--- config.mk ---
export PLATFORM = sky130hd
export DESIGN_NAME = dds_phase_engine
export DESIGN_NICKNAME = d
export VERILOG_FILES = /design/src/rtl/dds_phase_engine.sv
export SDC_FILE = /design/constraint.sdc
export NUM_CORES = 1
export LEC_CHECK = 0
export CORE_UTILIZATION = 48
export CTS_BUF_LIST = sky130_fd_sc_hd__clkbuf_4
export CTS_CLUSTER_DIAMETER = 120
export DETAILED_ROUTE_END_ITERATION = 7
export PLACE_DENSITY = 0.79
export SLEW_MARGIN = 10
export SYNTH_ARGS = -nofsm -noshare
export SYNTH_HDL_FRONTEND = slang
export SYNTH_SLANG_ARGS = --single-unit
--- constraint.sdc ---
create_clock -name clk -period 2.5 [get_ports clk]
set_clock_uncertainty 0.1 [all_clocks]
set_input_delay 0.625 -clock clk [delete_from_list [all_inputs] [get_ports clk]]
set_output_delay 0.625 -clock clk [all_outputs]
set_load 0.02 [all_outputs]
--- src/rtl/dds_phase_engine.sv ---
// dds_phase_engine
// Phase-generation front end: a prescaler turns the system clock into a
// single-cycle update enable, the 2-bit gear selects a power-of-two phase
// step, and the accumulator adds that step on every update.
// The accumulator wraps silently; its value addresses the waveform ROM.
module dds_phase_engine #(
  parameter int DIV_RATIO = 200,  // system-clock cycles per phase update (>= 2)
  parameter int PHASE_W   = 8     // accumulator / init / step width (>= 4)
) (
  input  logic               clk,
  input  logic               rstn,
  input  logic               en,
  input  logic [1:0]         gears,
  input  logic [PHASE_W-1:0] init_phase,
  output logic [PHASE_W-1:0] f_step,
  output logic               tick,
  output logic [PHASE_W-1:0] phase
);

  // Counter runs 0 .. DIV_RATIO-1; the last value marks the update edge.
  localparam int                CNT_W    = (DIV_RATIO > 2) ? $clog2(DIV_RATIO) : 1;
  localparam logic [CNT_W-1:0]  CNT_LAST = CNT_W'(DIV_RATIO - 1);

  logic [CNT_W-1:0]   r_count;
  logic               r_tick;
  logic [PHASE_W-1:0] r_phase;
  logic               w_update;

  // Gear decode: one-hot step 1 << gears, zero-extended to the phase width.
  // Only the low four bits can ever be set.
  generate
    for (genvar gi = 0; gi < PHASE_W; gi++) begin : g_step
      if (gi < 4) begin : g_live
        assign f_step[gi] = (gears == 2'(gi));
      end else begin : g_zero
        assign f_step[gi] = 1'b0;
      end
    end
  endgenerate

  // An update happens on the enabled edge that closes a full prescaler period.
  assign w_update = en && (r_count == CNT_LAST);

  // Prescaler: counts enabled edges; disabling discards partial progress.
  always_ff @(posedge clk or negedge rstn) begin
    if (!rstn) begin
      r_count <= '0;
    end else if (!en || w_update) begin
      r_count <= '0;
    end else begin
      r_count <= r_count + CNT_W'(1);
    end
  end

  // Update tick: high for exactly the cycle in which the new phase is visible.
  always_ff @(posedge clk or negedge rstn) begin
    if (!rstn) begin
      r_tick <= 1'b0;
    end else begin
      r_tick <= w_update;
    end
  end

  // Accumulator: tracks init_phase while idle, adds the step on each update
  // (modulo 2^PHASE_W), and ignores init_phase once running.
  always_ff @(posedge clk or negedge rstn) begin
    if (!rstn) begin
      r_phase <= '0;
    end else if (!en) begin
      r_phase <= init_phase;
    end else if (w_update) begin
      r_phase <= r_phase + f_step;
    end
  end

  assign tick  = r_tick;
  assign phase = r_phase;

endmodule

======== Word-level counts from Yosys, hierarchy flattened ========
Index checks and enable logic that the tools add are counted.
W data, S select, Z words.
cells by class
  add/subtract/negate cells ............... 2
  equal/unequal tests ..................... 5
  multiplexer cells ....................... 3
  reductions and logical operators ........ 4
operators with widths
  cell                   number
  $mux W8                3
  $add A8 B1 Y8 const B  1
  $add A8 B4 Y8          1
  $eq A8 B8 Y1 const B   1
  $eq A2 B2 Y1 const B   2
  $eq A2 B1 Y1 const B   1
  $logic_not A2 Y1       1
  $ne A2 B1 Y1 const B   1
  $logic_and A1 B1 Y1    1
  $logic_not A1 Y1       1
  $logic_or A1 B1 Y1     1
word-level totals
  bits in registers ....................... 17
  input port bits ......................... 13
  output and inout bits ................... 17

======== Longest topological paths before layout ========
Gate-level depths: netlist of run 1.
  depth after elaboration ................. 4
  gate-level depth with buffers ........... 8
  gate-level depth less buffers ........... 8

======== Worst setup path before layout of run 1 ========
OpenSTA, ideal clock, no wires.
  path type ............................... input to register
  start ................................... input port gears[1]
  end ..................................... register r_phase[6] (netlist: phase[6])
  library setup time ...................... 82 ps
  arrival time ............................ 2,454 ps
  required time ........................... 2,318 ps
  setup slack ............................. -136 ps
  cell stages on the path ................. 8
  path buffers ............................ 0
  cell sequence ........................... nor2_1 ha_1 inv_1 fa_1 nand2b_1 o2bb2ai_1 or4_1 a31oi_1
between the ends
  word-level cells in the longest chain between the ends .. 4
  elaborated cells between the ends (all ways) .. 7
ends and longest elaborated chain
  what                                        RTL line  text
  from (decl)                                 13        input logic [1:0] gears,
  $eq A2 B1 Y1, or another cell as far along  34        assign f_step[gi] = (gears == 2'(gi));
  $add A8 B4 Y8 (*)                           72        r_phase <= r_phase + f_step;
  $mux W8 (*)                                 71        end else if (w_update) begin
  $mux W8 (*)                                 69        end else if (!en) begin
  to (signal assigned)                        70        r_phase <= init_phase;
  to (signal assigned)                        72
  to (decl)                                   26        logic [PHASE_W-1:0] r_phase;
Every way passes the cells marked *; elsewhere a longest branch is shown, timed or not. The select of a mux whose other input is x is not followed.
A chain may end at the register's enable or synchronous reset.

======== Worst setup path after layout of run 1 ========
Same ends and word-level chain as after synthesis.

==> impl_results.md, run 1 <==
- Number of buffers created by CTS: 3
- Hold Violations, Final: 0
- Simple-gate share of the synthesized area: 24.0%
- Average vias per placed instance: approximately 5.3
- Highest attainable clock frequency: 419 MHz
- Cell breakdown of the critical path: dlygate4sd2_1, nor2_4, ha_2, inv_1, fa_1, nand2b_1, o2bb2ai_1, or4_1, a31oi_1
- Number of design rule violations left after detail routing: 0
- Cell count after placement: 170
- Largest fanout on the critical path: 4
- Die outline height: 48.2 um
- Number of buffer cells added on primary ports: 25
- Area of all sequential standard cells: approximately 430 um2
- Cell Rows: 16
- Syn Std Cell Area: 1020 um2
- Number of nets in the final layout: approximately 170
- Clock slew seen by the registers of the worst setup and hold paths: 0.10 ns
- Clock latency on the worst-skew pair: 0.29 ns
- Buffers inserted during post-CTS setup optimization: 0
- Clock tree buffer depth: 2
- Share of the synthesized area in compound gates (AO/OA/AOI/OAI): 13.7%
- Antenna violations before repair: 0
- Clock sink count: 17
- IO Pins: 30
- Fillers: about 160
- Clock H-tree levels: 1
- Final cycle utilization of the critical path: 95.4%
- Final-report setup violation count: 0
- Synth Instances: 115
- Multi-input gate area in the final layout: between 500 and 600 um2
- Ys Warns: 0
- Sum of routed wire length over all layers: ~2.2 mm
- Cell with the largest stage delay on the worst path: sky130_fd_sc_hd__or4_1
- Layout cell share with drive strength beyond 1: 10.9%
- Largest vdd supply drop: 0.000328 V
- Worst setup EP type: flop
- Total cell area at the placement stage: between 1000 and 1500 um2
- Arithmetic-cell share of the synthesized area counting full adders, half adders and majority gates: 8.08%
- Arr. time, crit path: 2.50 ns
- Layout area overhead: 32.6%
- Pin count of the biggest net entering global routing: 18
- Combinational family with the most area after synthesis: simple AND/OR/NAND/NOR gates
- Residual antenna-violating net count after detailed routing: 0
- Post-Layout Cell Count: 174
- Outcome: complete, no violations
- Width of the die: about 48 um
- First-pass GRT wire length: 3.56 mm
- Fin Hold WS: about 0.37 ns
- Via count: about 930
- ANT cells: 0
- Xor and xnor area share after synthesis: approximately 4.3%
- Total non-filler cell area in the finished layout: 1360 um2
- Vias in the first global route: 846
- Placed wire-length estimate after detailed placement: 1.66 mm
- Power per unit of standard cell area: 472 nW/um2
- CTS Hold Buffers Added: 0
- Total Die Area: roughly 2300 um2
- Average routed wire per standard cell: 12.6 um
- Syn Area/Cell: between 8 and 9 um2
- Number of max-cap violations: 0
- Critical Path Max Stage Delay: 0.40 ns
- Clock period minus final worst setup slack: 2.38 ns
- Startpoint type of the worst setup path: primary input
- Register area share after synthesis: about two fifths
- Routability-driven placement congestion ratio: approximately 0.86
- Root buffer cell: sky130_fd_sc_hd__clkbuf_4
- Register bit total from synthesis: 17
- Gr ovfl total: 0
- Starting utilization of the core area: 51.6%
- Worst hold-check path type: reg -> reg
- Post-synth cell types: 36
- Global-route usage over all layers: 22.2%
- Required time of the worst setup path: 2.62 ns
- Multiplexer share of the synthesized area: 2.08%
- Number of pins with negative max-slew slack in the final report: 0
- Reported leakage power: slightly above 0.6 nW
- TritonCTS clock tree: done
- Detailed Route Iter0 Violations: 23
- Startpoint-to-endpoint class of the critical path: in -> reg
- 1st-pass router iterations: 4
- Setup repair after global routing missed its margin: no
- Area of the core: 1980 um2
==> power by group <==
part	total, mW	internal [mW]	switching, mW
sequential	0.313	0.293	0.0199
clock	0.147	0.0594	0.0877
combinational	0.180	0.0896	0.0904
==> worst max-delay path: cells and delay by family <==
family / cells / cell delay [ns]
AOI/OAI and AO/OA: 2 / 0.30
adders and majority gates: 2 / 0.56
buffers and inverters: 2 / 0.33
and+or+nand+nor: 3 / 0.68
==> stage by stage <==
stage	setup TNS (ns)	setup slack, ns	total power [mW]	utilization (%)
after floorplan	0	0.0920	0.418	-
after global placement	-1.97	-0.350	0.496	67.4
after detailed placement	-2.31	-0.432	0.501	67.4
after CTS	0	0.0955	0.645	68.4
after global routing	0	0.00543	0.682	68.4
final	0	0.116	0.640	68.4
==> layer usage <==
layer / global-route usage, % / share of wire, % / vias up
li1: - / - / 455
met1: 30.7 / 46 / 434
met2: 34.4 / 47 / 36
met3: 2.59 / 5.4 / 2
met4: 10.6 / 0.59 / 0
met5: 0 / 0 / -
==> flip-flops by register name (all words and copies together) (netlist names) <==
register	flops
phase	8
r_count	8
tick	1
==> cells in the final DEF (no fill, tap or decap), types with 5 or more instances in the layout <==
cell,n
sky130_fd_sc_hd__dfrtp_1,17
sky130_fd_sc_hd__nand2_1,10
sky130_fd_sc_hd__nor2_1,17
sky130_fd_sc_hd__inv_1,5
sky130_fd_sc_hd__nand3_1,6
sky130_fd_sc_hd__a31oi_1,6
sky130_fd_sc_hd__clkdlybuf4s50_1,19
sky130_fd_sc_hd__buf_4,7
sky130_fd_sc_hd__dlygate4sd2_1,5
==> final timing paths <==
| path | start | end | slack [ns] | cells past startpoint |
|---|---|---|---|---|
| hold reg to reg | r_count[0] | r_count[0] | 0.37 | 1 |
| min in group asynchronous | rstn | phase[3] | 0.55 | 2 |
| setup / recovery | gears[1] | phase[6] | 0.12 | 9 |
| max in group asynchronous | rstn | r_count[4] | 1.55 | 2 |
| hold / removal | r_count[0] | r_count[0] | 0.37 | 1 |
| setup reg to reg | r_count[3] | phase[6] | 0.41 | 4 |
==> cells by family after synthesis <==
group	Yosys count
buf+inv	12
flops	17
xor+xnor	5
mux	2
compound gates	21
other cells	1
simple gates	51
fa+ha+maj	6
==> cell usage after synthesis <==
| cell | n | share of area (%) |
|---|---|---|
| sky130_fd_sc_hd__nor4_1 | 1 | 0.61 |
| sky130_fd_sc_hd__or4_1 | 1 | 0.73 |
| sky130_fd_sc_hd__nor2_1 | 18 | 6.6 |
| sky130_fd_sc_hd__nand3_1 | 6 | 2.9 |
| sky130_fd_sc_hd__and3_1 | 1 | 0.61 |
| sky130_fd_sc_hd__o2bb2ai_1 | 1 | 0.86 |
| sky130_fd_sc_hd__o21ai_0 | 2 | 0.98 |
| sky130_fd_sc_hd__xnor2_1 | 3 | 2.6 |
| sky130_fd_sc_hd__nand2_1 | 10 | 3.7 |
| sky130_fd_sc_hd__o31ai_1 | 1 | 0.73 |
| sky130_fd_sc_hd__a31oi_1 | 6 | 3.7 |
| sky130_fd_sc_hd__and2_1 | 1 | 0.61 |
| sky130_fd_sc_hd__nand3b_1 | 1 | 0.73 |
| sky130_fd_sc_hd__nand2b_1 | 3 | 1.8 |
| sky130_fd_sc_hd__or3_1 | 4 | 2.4 |
| sky130_fd_sc_hd__o21a_1 | 1 | 0.73 |
| sky130_fd_sc_hd__fa_1 | 1 | 2.0 |
| sky130_fd_sc_hd__o31a_1 | 1 | 0.86 |
| sky130_fd_sc_hd__nor3b_1 | 1 | 0.73 |
| sky130_fd_sc_hd__a21oi_1 | 4 | 2.0 |
| sky130_fd_sc_hd__inv_1 | 5 | 1.8 |
| sky130_fd_sc_hd__mux2_2 | 1 | 1.1 |
| sky130_fd_sc_hd__mux2i_1 | 1 | 0.98 |
| sky130_fd_sc_hd__nand4_1 | 1 | 0.61 |
| sky130_fd_sc_hd__or2_2 | 1 | 0.61 |
| sky130_fd_sc_hd__conb_1 | 1 | 0.37 |
| sky130_fd_sc_hd__buf_4 | 4 | 2.9 |
| sky130_fd_sc_hd__or2_1 | 1 | 0.61 |
| sky130_fd_sc_hd__o211ai_1 | 2 | 1.5 |
| sky130_fd_sc_hd__dfrtp_1 | 17 | 42 |
| sky130_fd_sc_hd__a211o_1 | 2 | 1.7 |
| sky130_fd_sc_hd__nor2b_1 | 1 | 0.61 |
| sky130_fd_sc_hd__clkbuf_1 | 3 | 1.1 |
| sky130_fd_sc_hd__a21o_1 | 1 | 0.73 |
| sky130_fd_sc_hd__xor2_1 | 2 | 1.7 |
| sky130_fd_sc_hd__ha_1 | 5 | 6.1 |
==> what timing repair did <==
action,CTS,global route
hold endpoints to repair,0,0
gates resized for setup,6,3
setup endpoints to repair,6,1
gates cloned,0,0
pin swaps,0,2
==> layout make-up <==
cell class | count | area share [%]
Clock buffer | 3 | 1.66
Sequential cell | 17 | 31.4
Tap cell | 27 | 2.49
Clock inverter | 1 | 0.369
Multi-Input combinational cell | 89 | 41.2
Timing Repair Buffer | 32 | 21.5
Inverter | 5 | 1.39
Power figures use the tool's default switching activity.
==> inputs of run 2 (changes only) <==
--- a/config.mk
+++ b/config.mk
@@ -5,10 +5,12 @@
 export SDC_FILE = /design/constraint.sdc
 export NUM_CORES = 1
 export LEC_CHECK = 0
+export CORE_MARGIN = 2
 export CORE_UTILIZATION = 48
 export CTS_BUF_LIST = sky130_fd_sc_hd__clkbuf_4
 export CTS_CLUSTER_DIAMETER = 120
 export DETAILED_ROUTE_END_ITERATION = 7
+export HOLD_SLACK_MARGIN = 0.03
 export PLACE_DENSITY = 0.79
 export SLEW_MARGIN = 10
 export SYNTH_ARGS = -nofsm -noshare
==> impl_results.md, run 2 (same netlist as run 1, synthesis figures left out) <==
- Layout area overhead: 31.9%
- Fillers: 144
- Commonest cells after routing, fill and taps aside: sky130_fd_sc_hd__clkdlybuf4s50_1, sky130_fd_sc_hd__nor2_1, sky130_fd_sc_hd__dfrtp_1, sky130_fd_sc_hd__nand2_1
- Number of buffers created by CTS: 3
- Cell Rows: 16
- Number of pins with negative max-slew slack in the final report: 0
- Cell breakdown of the critical path: dlygate4sd2_1, nor2_4, ha_1, inv_1, fa_1, nand2b_1, o2bb2ai_2, or4_1, a31oi_1
- Most common library cell in the layout ignoring fill and taps: sky130_fd_sc_hd__clkdlybuf4s50_1
- Gr ovfl total: 0
- Post-route setup TNS: 0 ns
- Clock H-tree levels: 1
- Power per unit of standard cell area: roughly 480 nW/um2
- TritonCTS clock tree: done
- Number of nets in the final layout: 165
- Antenna violations before repair: 0
- Vias in the first global route: 881
- Startpoint-to-endpoint class of the critical path: in -> reg
- 1st-pass router iterations: 4
- Width of the die: 50.2 um
- Placed wire-length estimate after detailed placement: 1.68 mm
- Clock slew seen by the registers of the worst setup and hold paths: 0.10 ns
- Required time of the worst setup path: 2.62 ns
- Number of buffer cells added on primary ports: 25
- Layout cell share with drive strength beyond 1: approximately 9%
- Post-layout total power: between 0.6 and 0.7 mW
- ANT cells: 0
- Global-route usage over all layers: 20.0%
- Clock period minus final worst setup slack: 2.38 ns
- Outcome: complete, no violations
- Cell with the largest stage delay on the worst path: sky130_fd_sc_hd__or4_1
- Largest vdd supply drop: 0.000328 V
- IO Pins: 30
- Pre-CTS setup slack: -0.393 ns
- Root buffer cell: sky130_fd_sc_hd__clkbuf_4
- Total Die Area: 2520 um2
- Routability-driven placement congestion ratio: 0.852
- Area of the core: slightly below 2000 um2
- Die outline height: 50.2 um
- Hold Violations, Final: 0
- Clock tree buffer depth: 2
- Largest fanout on the critical path: 4
- Worst hold-check path type: reg -> reg
- Final cycle utilization of the critical path: between 90% and 100%
- Pin count of the biggest net entering global routing: 18
- Clock latency on the worst-skew pair: 0.29 ns
- Number of max-cap violations: 0
- Via count: 922
- Final core occ: approximately two thirds
- Reported leakage power: 0.597 nW
- Arr. time, crit path: ~2.5 ns
- Starting utilization of the core area: 51.6%
- Critical Path Max Stage Delay: about 0.39 ns
- Detailed Route Iter0 Violations: 12
- Highest attainable clock frequency: ~420 MHz
- Final-report setup violation count: 0
- Startpoint type of the worst setup path: primary input
- Setup repair after global routing missed its margin: no
- Setup slack after layout: 0.124 ns
- Average vias per placed instance: 5.36
- CTS Hold Buffers Added: 0
- Sum of routed wire length over all layers: about 2.2 mm
- Residual antenna-violating net count after detailed routing: 0
- Number of design rule violations left after detail routing: 0
- Average routed wire per standard cell: 12.7 um
- Buffers inserted during post-CTS setup optimization: 0
- First-pass GRT wire length: 3.86 mm
- Fin Hold WS: 0.388 ns
- Clock sink count: 17
- Worst setup EP type: flop
## run 2: changes by cell type in the layout (fill, tap and decap cells not counted), sizes merged
| cell | change |
|---|---|
| buf | -2 |
| clkbuf | -1 |
| clkdlybuf4s50 | +1 |
## run 2: critical path, delay by kind of cell
family	cells	cell delay, ns
AND/OR/NAND/NOR	3	0.70
buffers and inverters	2	0.33
adder cells (fa/ha/maj)	2	0.53
AO/OA/AOI/OAI	2	0.31
## run 2: final timing paths
kind,from,endpoint,slack [ns],cells past startpoint
setup / recovery,gears[1],phase[6],0.12,9
hold / removal,r_count[0],r_count[0],0.39,1
setup reg to reg,r_count[3],phase[6],0.37,4
hold reg to reg,r_count[0],r_count[0],0.39,1
max in group asynchronous,rstn,r_count[2],1.56,2
min in group asynchronous,rstn,phase[3],0.55,2
## run 2: power by group
part / internal [mW] / total [mW] / switching, mW / leakage [nW]
Sequential: 0.293 / 0.312 / 0.0192 / 0.212
Combinational: 0.0890 / 0.180 / 0.0913 / 0.367
Clock: 0.0594 / 0.150 / 0.0909 / 0.0177
Total: 0.442 / 0.643 / 0.201 / 0.597
## run 2: area by class of cell
type / count / area (um2) / area share (%)
multi-input cells: 89 / 562 / 41.7
flip-flops and latches: 17 / 425 / 31.5
well taps: 27 / 33.8 / 2.50
clock buffers: 3 / 22.5 / 1.67
repair buffers: 30 / 282 / 20.9
inverters: 5 / 18.8 / 1.39
clock inverters: 1 / 5.00 / 0.371
## run 2: what timing repair did
action / CTS / global route
endpoints found under the hold margin: 0 / 0
gates resized for setup: 5 / 1
pin swaps: 0 / 1
endpoints found under the setup margin: 6 / 1
## run 2: routing by layer
metal / vias up / GRT usage, % / routed length (um)
met1: 431 / 26.6 / 1030
li1: 456 / - / -
met5: - / 0 / 0
met3: 0 / 4.76 / 141
met2: 35 / 33.1 / 1010
met4: 0 / 4.17 / 0
## run 2: per-stage QoR
step,cells,area (um2)
6_report,172,1350
5_1_grt,172,1350
4_1_cts,172,1340
3_5_place_dp,168,1320
3_3_place_gp,168,1320
2_1_floorplan,118,1040
